==> config.mk <==
export PLATFORM = sky130hd
export DESIGN_NAME = uart_rx_flat
export DESIGN_NICKNAME = d
export VERILOG_FILES = /design/src/rtl/uart_pkg.sv /design/src/rtl/uart_rx_if.sv /design/src/rtl/uart_baud_tick.sv /design/src/rtl/uart_rx.sv /design/src/flat_wrapper.sv
export SDC_FILE = /design/constraint.sdc
export NUM_CORES = 1
export LEC_CHECK = 0
export BUFFER_PORTS_ARGS = -buffer_cell sky130_fd_sc_hd__buf_2
export CORE_MARGIN = 5
export CORE_UTILIZATION = 30
export DETAILED_ROUTE_END_ITERATION = 8
export SLEW_MARGIN = 20
export SYNTH_ARGS = -nofsm -noshare
export SYNTH_HDL_FRONTEND = slang
export SYNTH_SLANG_ARGS = --single-unit
==> constraint.sdc <==
create_clock -name clk -period 2.6 [get_ports clk]
set_input_delay 0.65 -clock clk [delete_from_list [all_inputs] [get_ports clk]]
set_output_delay 0.65 -clock clk [all_outputs]
set_load 0.01 [all_outputs]
==> src/rtl/uart_pkg.sv <==
// Shared UART definitions used by the receiver, its interface and the baud divider.
//   uart_state_e : frame state machine encoding
//   OVERSAMPLE   : oversample ticks per bit
//   MID_SAMPLE   : sample index of mid-bit during start-bit qualification
//   DATA_BITS    : payload bits per frame
//   even_parity  : even parity over one data byte
package uart_pkg;

    localparam int unsigned OVERSAMPLE = 16;
    localparam int unsigned MID_SAMPLE = 7;
    localparam int unsigned DATA_BITS  = 8;

    typedef enum logic [2:0] {
        StIdle,
        StStart,
        StData,
        StParity,
        StStop
    } uart_state_e;

    function automatic logic even_parity(input logic [DATA_BITS-1:0] d);
        return ^d;
    endfunction

endpackage

==> src/rtl/uart_rx_if.sv <==
// Byte-stream handshake between the UART receiver and its consumer.
// Optional feature macro: UART_RX_PARITY_EN adds rx_parity_err.
//   rx_data       : received byte                     (master -> slave)
//   rx_valid      : rx_data holds an unconsumed byte  (master -> slave)
//   rx_ready      : consumer accepts on valid&&ready  (slave -> master)
//   rx_frame_err  : one-cycle stop-bit error pulse    (master -> slave)
//   rx_overrun    : one-cycle lost-byte pulse         (master -> slave)
//   rx_parity_err : one-cycle parity error pulse      (master -> slave, parity builds only)
interface uart_rx_if;
    import uart_pkg::*;

    logic [DATA_BITS-1:0] rx_data;
    logic                 rx_valid;
    logic                 rx_ready;
    logic                 rx_frame_err;
    logic                 rx_overrun;
`ifdef UART_RX_PARITY_EN
    logic                 rx_parity_err;
`endif

    modport master (
        output rx_data,
        output rx_valid,
        output rx_frame_err,
        output rx_overrun,
`ifdef UART_RX_PARITY_EN
        output rx_parity_err,
`endif
        input  rx_ready
    );

    modport slave (
        input  rx_data,
        input  rx_valid,
        input  rx_frame_err,
        input  rx_overrun,
`ifdef UART_RX_PARITY_EN
        input  rx_parity_err,
`endif
        output rx_ready
    );

endinterface

==> src/rtl/uart_baud_tick.sv <==
// Oversample tick divider shared by the UART receive and transmit paths.
//   clk     : system clock, rising edge
//   rst_n   : asynchronous active-low reset
//   restart : synchronous restart; clears the counter and suppresses tick this cycle
//   tick    : one-cycle pulse every DIV clocks (counter at DIV-1)
module uart_baud_tick #(
    parameter int unsigned DIV = 1
) (
    input  logic clk,
    input  logic rst_n,
    input  logic restart,
    output logic tick
);

    localparam int unsigned CntW = (DIV > 1) ? $clog2(DIV) : 1;

    logic [CntW-1:0] cnt_q;

    assign tick = !restart && (cnt_q == CntW'(DIV - 1));

    always_ff @(posedge clk or negedge rst_n) begin
        if (!rst_n) begin
            cnt_q <= '0;
        end else if (restart || tick) begin
            cnt_q <= '0;
        end else begin
            cnt_q <= cnt_q + 1'b1;
        end
    end

endmodule

==> src/rtl/uart_rx.sv <==
// UART receiver: 8N1 (8E1 with UART_RX_PARITY_EN) frames, LSB first, 16x oversampling.
//   clk   : system clock, rising edge
//   rst_n : asynchronous active-low reset
//   rx    : asynchronous serial line, idles high
//   bus   : uart_rx_if.master -- rx_data/rx_valid/rx_ready handshake plus error pulses
// Parameters: CLK_FREQ (Hz), BAUD (bit/s); DIV = CLK_FREQ/(BAUD*16) must be at least 1.
module uart_rx
    import uart_pkg::*;
#(
    parameter int unsigned CLK_FREQ = 50_000_000,
    parameter int unsigned BAUD     = 9600
) (
    input  logic      clk,
    input  logic      rst_n,
    input  logic      rx,
    uart_rx_if.master bus
);

    localparam int unsigned DIV = CLK_FREQ / (BAUD * OVERSAMPLE);

    if (DIV < 1) begin : gen_div_check
        $error("uart_rx: CLK_FREQ/(BAUD*16) must be at least 1");
    end

    logic                 rx_meta_q;
    logic                 rxs_q;
    uart_state_e          state_q;
    logic [3:0]           sc_q;
    logic [2:0]           bitcnt_q;
    logic [DATA_BITS-1:0] shift_q;
    logic [DATA_BITS-1:0] data_q;
    logic                 valid_q;
    logic                 frame_err_q;
    logic                 overrun_q;
    logic                 tick;
    logic                 start_edge;
    logic                 byte_ok;
    logic                 bit_end;

    // Two-flop synchroniser; idles high so reset does not look like a start bit.
    always_ff @(posedge clk or negedge rst_n) begin
        if (!rst_n) begin
            rx_meta_q <= 1'b1;
            rxs_q     <= 1'b1;
        end else begin
            rx_meta_q <= rx;
            rxs_q     <= rx_meta_q;
        end
    end

    assign start_edge = (state_q == StIdle) && !rxs_q;
    // Once aligned on mid-bit, the 16th tick of each bit lands on mid-bit again.
    assign bit_end    = tick && (sc_q == 4'(OVERSAMPLE - 1));

    uart_baud_tick #(
        .DIV(DIV)
    ) u_baud_tick (
        .clk    (clk),
        .rst_n  (rst_n),
        .restart(start_edge),
        .tick   (tick)
    );

`ifdef UART_RX_PARITY_EN
    logic par_bad_q;
    logic parity_err_q;

    assign byte_ok               = rxs_q && !par_bad_q;
    assign bus.rx_parity_err     = parity_err_q;
`else
    assign byte_ok               = rxs_q;
`endif

    always_ff @(posedge clk or negedge rst_n) begin
        if (!rst_n) begin
            state_q      <= StIdle;
            sc_q         <= '0;
            bitcnt_q     <= '0;
            shift_q      <= '0;
            data_q       <= '0;
            valid_q      <= 1'b0;
            frame_err_q  <= 1'b0;
            overrun_q    <= 1'b0;
`ifdef UART_RX_PARITY_EN
            par_bad_q    <= 1'b0;
            parity_err_q <= 1'b0;
`endif
        end else begin
            frame_err_q  <= 1'b0;
            overrun_q    <= 1'b0;
`ifdef UART_RX_PARITY_EN
            parity_err_q <= 1'b0;
`endif
            // A byte loaded later in this block overrides the consume.
            if (valid_q && bus.rx_ready) begin
                valid_q <= 1'b0;
            end

            unique case (state_q)
                StIdle: begin
                    if (!rxs_q) begin
                        sc_q    <= '0;
                        state_q <= StStart;
                    end
                end
                StStart: begin
                    if (tick) begin
                        if (sc_q == 4'(MID_SAMPLE)) begin
                            if (rxs_q) begin
                                state_q <= StIdle;
                            end else begin
                                sc_q     <= '0;
                                bitcnt_q <= '0;
                                state_q  <= StData;
                            end
                        end else begin
                            sc_q <= sc_q + 4'd1;
                        end
                    end
                end
                StData: begin
                    if (tick) begin
                        sc_q <= sc_q + 4'd1;
                    end
                    if (bit_end) begin
                        shift_q[bitcnt_q] <= rxs_q;
                        bitcnt_q          <= bitcnt_q + 3'd1;
                        if (bitcnt_q == 3'(DATA_BITS - 1)) begin
`ifdef UART_RX_PARITY_EN
                            state_q <= StParity;
`else
                            state_q <= StStop;
`endif
                        end
                    end
                end
`ifdef UART_RX_PARITY_EN
                StParity: begin
                    if (tick) begin
                        sc_q <= sc_q + 4'd1;
                    end
                    if (bit_end) begin
                        par_bad_q <= (rxs_q != even_parity(shift_q));
                        state_q   <= StStop;
                    end
                end
`endif
                StStop: begin
                    if (tick) begin
                        sc_q <= sc_q + 4'd1;
                    end
                    if (bit_end) begin
                        state_q     <= StIdle;
                        frame_err_q <= !rxs_q;
`ifdef UART_RX_PARITY_EN
                        parity_err_q <= par_bad_q;
`endif
                        if (byte_ok) begin
                            data_q    <= shift_q;
                            valid_q   <= 1'b1;
                            overrun_q <= valid_q && !bus.rx_ready;
                        end
                    end
                end
                default: begin
                    state_q <= StIdle;
                end
            endcase
        end
    end

    assign bus.rx_data      = data_q;
    assign bus.rx_valid     = valid_q;
    assign bus.rx_frame_err = frame_err_q;
    assign bus.rx_overrun   = overrun_q;

endmodule

==> src/flat_wrapper.sv <==
// flat-port wrapper written by rule: the top's interface ports become plain ports
module uart_rx_flat import uart_pkg::*;
#(
    parameter int unsigned CLK_FREQ = 50_000_000,
    parameter int unsigned BAUD     = 9600
)
  (clk, rst_n, rx, bus_rx_data, bus_rx_valid, bus_rx_frame_err, bus_rx_overrun, bus_rx_ready);
  uart_rx_if bus_i ();
  input  logic clk;
  input  logic rst_n;
  input  logic rx;
  output wire logic [$bits(bus_i.rx_data)-1:0] bus_rx_data;
  output wire logic [$bits(bus_i.rx_valid)-1:0] bus_rx_valid;
  output wire logic [$bits(bus_i.rx_frame_err)-1:0] bus_rx_frame_err;
  output wire logic [$bits(bus_i.rx_overrun)-1:0] bus_rx_overrun;
  input wire logic [$bits(bus_i.rx_ready)-1:0] bus_rx_ready;
  assign bus_rx_data = bus_i.rx_data;
  assign bus_rx_valid = bus_i.rx_valid;
  assign bus_rx_frame_err = bus_i.rx_frame_err;
  assign bus_rx_overrun = bus_i.rx_overrun;
  assign bus_i.rx_ready = bus_rx_ready;
  uart_rx #(.CLK_FREQ(CLK_FREQ), .BAUD(BAUD)) u_core (.clk(clk), .rst_n(rst_n), .rx(rx), .bus(bus_i));
endmodule
==> results.md <==
- Outcome: complete, no violations
- Total Neg Setup Slack: 0 ps
- Register-to-Register Path Depth: 7
- CTS H-tree depth: 2
- Commonest non-fill, non-tap cell in the layout: dfrtp_1
- Final #Nets: 205
- Synthesized area per cell: 11.1 um2
- EDFF count, synth: 0
- Synth Area in Compound Gates: 7.37%
- Max VDD drop: 277 uV
- DRC Markers: 0
- Pins over their slew limit: 0
- DR vias/cell: 4.75
- Final Power: 1.17 mW
- Clock insertion delay at the later pin of the skew report: 290 ps
- Critical R2R Capture: u_core.shift_q[2]
- Crit. End Element: flip-flop
- Total core area: 6310 um2
- Vias: 1,301
- FF-to-FF Start: u_core.u_baud_tick.cnt_q[0]
- Syn Inst Count: 175
- Clock skew: 7.42 ps
- Synth Area in Adders: 3.23%
- Ant diodes: 0
- Simple-gate share of the synthesized area: 21.3%
- Antenna violations before repair: 0
- Vias in the first global route: 1,269
- Type of the most critical hold path: in -> async
- Largest family of logic cells by synthesized area: simple AND/OR/NAND/NOR gates
- Sink Count: 40
- Largest net degree at the start of global routing: 16
- DR WL/cell: 12.4 um
- Actual slew at the worst max-slew pin: 382 ps
- Initial Utilization: 30.7%
- Max Buffers Root-to-Sink: 2
- Max Cap Viol: 0
- Fraction of layout cells with a size suffix above 1: 27.9%
- Grt ovf: 0
- PD cells: 530 nW/um2
- Iteration-0 DRC Markers: 79
- Commonest non-fill, non-tap cells in the layout: 38 x dfrtp_1, 20 x nor2_1, 16 x mux2_2, 14 x buf_2, 12 x nand2_1
- Register area share after synthesis: 51.8%
- Cts repair resizes: 0
- Finish-stage setup viols: 0
- Final hold viol count: 0
- CP cell instances: inv_1 > ha_1 > and4bb_2 > nand2_4 > or4_4 > nor3b_2 > mux2_2
- Post-CTS Hold Buffers: 0
- Slowest CP cell: or4_4
- Reg clk slew, reported paths: 90 ps
- CTS tree: done
- Fin crit share: 85.8%
- Final RePlAce weighted congestion: 0.827
- Mux contribution to synthesized area: 9.31%
- Synth Flop Type: dfrtp_1
- RSZ-0062 raised after global routing: no
- Startpoint types: flip-flop
- Multi-input logic area: 858 um2
- Crit Path Class: reg -> reg
- Core Util, Final: 35.0%
- Async S/R FF share, synth: 100%
- Total global routing track utilization: 9.14%
- Filler instances: 658
- Mapped cell area: 1940 um2
- Setup bufs post-CTS: 0
- Syn_nets: 184
- Xor/xnor cell area share of the yosys netlist: 3.17%
- Die Wd: 90.3 um
- Area grow syn2layout: 14.2%
- CP max stage delay: 560 ps
- Final HPWL DP: 2400 um
- First-pass GRT wire length: 6160 um
- Static Leak: 1.03 nW
- Die height: 90.3 um
- TritonRoute pass-1 iters: 4
- Flop2flop setup slack: 370 ps
- Worst EP required: 2790 ps
- Final WL: 3410 um
- Min Tclk post-route: 2230 ps
- Final ANT Viol Nets: 0
- FF/Latch Area: 1000 um2
- CTS Buf Count: 5
- Clk root buf: clkbuf_8
- Site Rows: 29
- Fmax: 448 MHz
- Hold slack: 232 ps
- Critical Path Fanout Max: 7
- Unique masters post-synth: 42
- Worst EP arrival: 2420 ps
- Max-Slew Margin vs Limit: 74.4%
- I/O pins: 15
- Register bit total from synthesis: 40
- YS warnings: 0
- Die area: 8160 um2
- Port Buffer Count: 14
==> Yosys cell counts, types with 2 or more instances <==
| cell | instances | area [um2] |
|---|---|---|
| a21oi_1 | 7 | 35.0 |
| a22o_1 | 2 | 17.5 |
| a31oi_1 | 2 | 12.5 |
| and2_1 | 2 | 12.5 |
| and3_1 | 2 | 12.5 |
| and4bb_2 | 2 | 25.0 |
| dfrtp_1 | 38 | 951 |
| dfstp_2 | 2 | 52.6 |
| ha_1 | 5 | 62.6 |
| inv_1 | 8 | 30.0 |
| mux2_2 | 16 | 180 |
| nand2_1 | 12 | 45.0 |
| nand2b_1 | 6 | 37.5 |
| nand3_1 | 6 | 30.0 |
| nand3b_1 | 2 | 15.0 |
| nand4_1 | 3 | 18.8 |
| nor2_1 | 20 | 75.1 |
| nor3_1 | 4 | 20.0 |
| nor3b_2 | 2 | 25.0 |
| o211ai_1 | 3 | 22.5 |
| o221ai_1 | 2 | 17.5 |
| o2bb2ai_1 | 2 | 17.5 |
| or3_1 | 2 | 12.5 |
| or4_1 | 2 | 15.0 |
| xnor2_1 | 4 | 35.0 |
| xor2_1 | 3 | 26.3 |
==> where the power goes <==
| group | internal [mW] | switching [mW] | total (mW) |
|---|---|---|---|
| clock network | 0.289 | 0.236 | 0.525 |
| registers | 0.624 | 0.00337 | 0.628 |
| logic | 0.00494 | 0.0130 | 0.0179 |
| total | 0.919 | 0.252 | 1.17 |
==> cell families (layout without fill, tap and decap cells) <==
| logic type | after synthesis | in the layout |
|---|---|---|
| fa+ha+maj | 5 | 5 |
| compound gates | 21 | 21 |
| simple gates | 73 | 73 |
| xor+xnor | 7 | 7 |
| buf+inv | 13 | 35 |
| flops | 40 | 40 |
| mux | 16 | 16 |
==> per-layer routing <==
layer  vias up  track usage (%)  routed length (um)
met5         -                0                   0
met2        17             12.4                1380
met1       625             13.2                1870
li1        655                -                   -
met3         4             3.00                 111
met4         0             3.72                  49
==> critical path: cells and delay by family, from the launching register on <==
family,cells,cell delay (ps)
adder cells (fa/ha/maj),1,130
buffers and inverters,1,90
flip-flops,1,410
multiplexers,1,340
AND/OR/NAND/NOR,4,1150
==> area by class of cell <==
class                      instances  share of cell area [%]
tap                               77                    4.36
clock inverter                     3                    2.09
inverter                           8                    1.36
clock buffer                       5                    3.11
multi-input combinational        122                    38.8
timing repair buffer              19                    4.87
sequential                        40                    45.4
==> registers in the layout, indices dropped and copies added (netlist names) <==
signal and count:
u_core.byte_ok 1, u_core.shift_q 8, u_core.bus.rx_overrun 1, u_core.u_baud_tick.cnt_q 9, u_core.bus.rx_valid 1, u_core.state_q 3, u_core.rx_meta_q 1, u_core.bitcnt_q 3
u_core.bus.rx_frame_err 1, u_core.sc_q 4, u_core.bus.rx_data 8
==> how the worst max path moves through the flow <==
stage                                           start                end  slack (ps)  cells after the start
after floorplan           u_core.u_baud_tick.cnt_q[0]  u_core.shift_q[2]         480                      7
after global placement    u_core.u_baud_tick.cnt_q[0]  u_core.shift_q[2]         410                      7
after detailed placement  u_core.u_baud_tick.cnt_q[0]  u_core.shift_q[2]         380                      7
after CTS                 u_core.u_baud_tick.cnt_q[0]  u_core.shift_q[2]         370                      7
after global routing      u_core.u_baud_tick.cnt_q[0]  u_core.shift_q[2]         290                      7
final                     u_core.u_baud_tick.cnt_q[0]  u_core.shift_q[2]         370                      7
==> per-stage QoR <==
stage | cell area, um2 | setup slack [ps] | std cells
floorplan | 1940 | 476 | 175
global placement | 2100 | 414 | 266
detailed placement | 2100 | 380 | 266
CTS | 2210 | 370 | 274
global route | 2210 | 287 | 274
finish | 2210 | 370 | 274
Note: power is estimated with default switching activity, not from simulation.
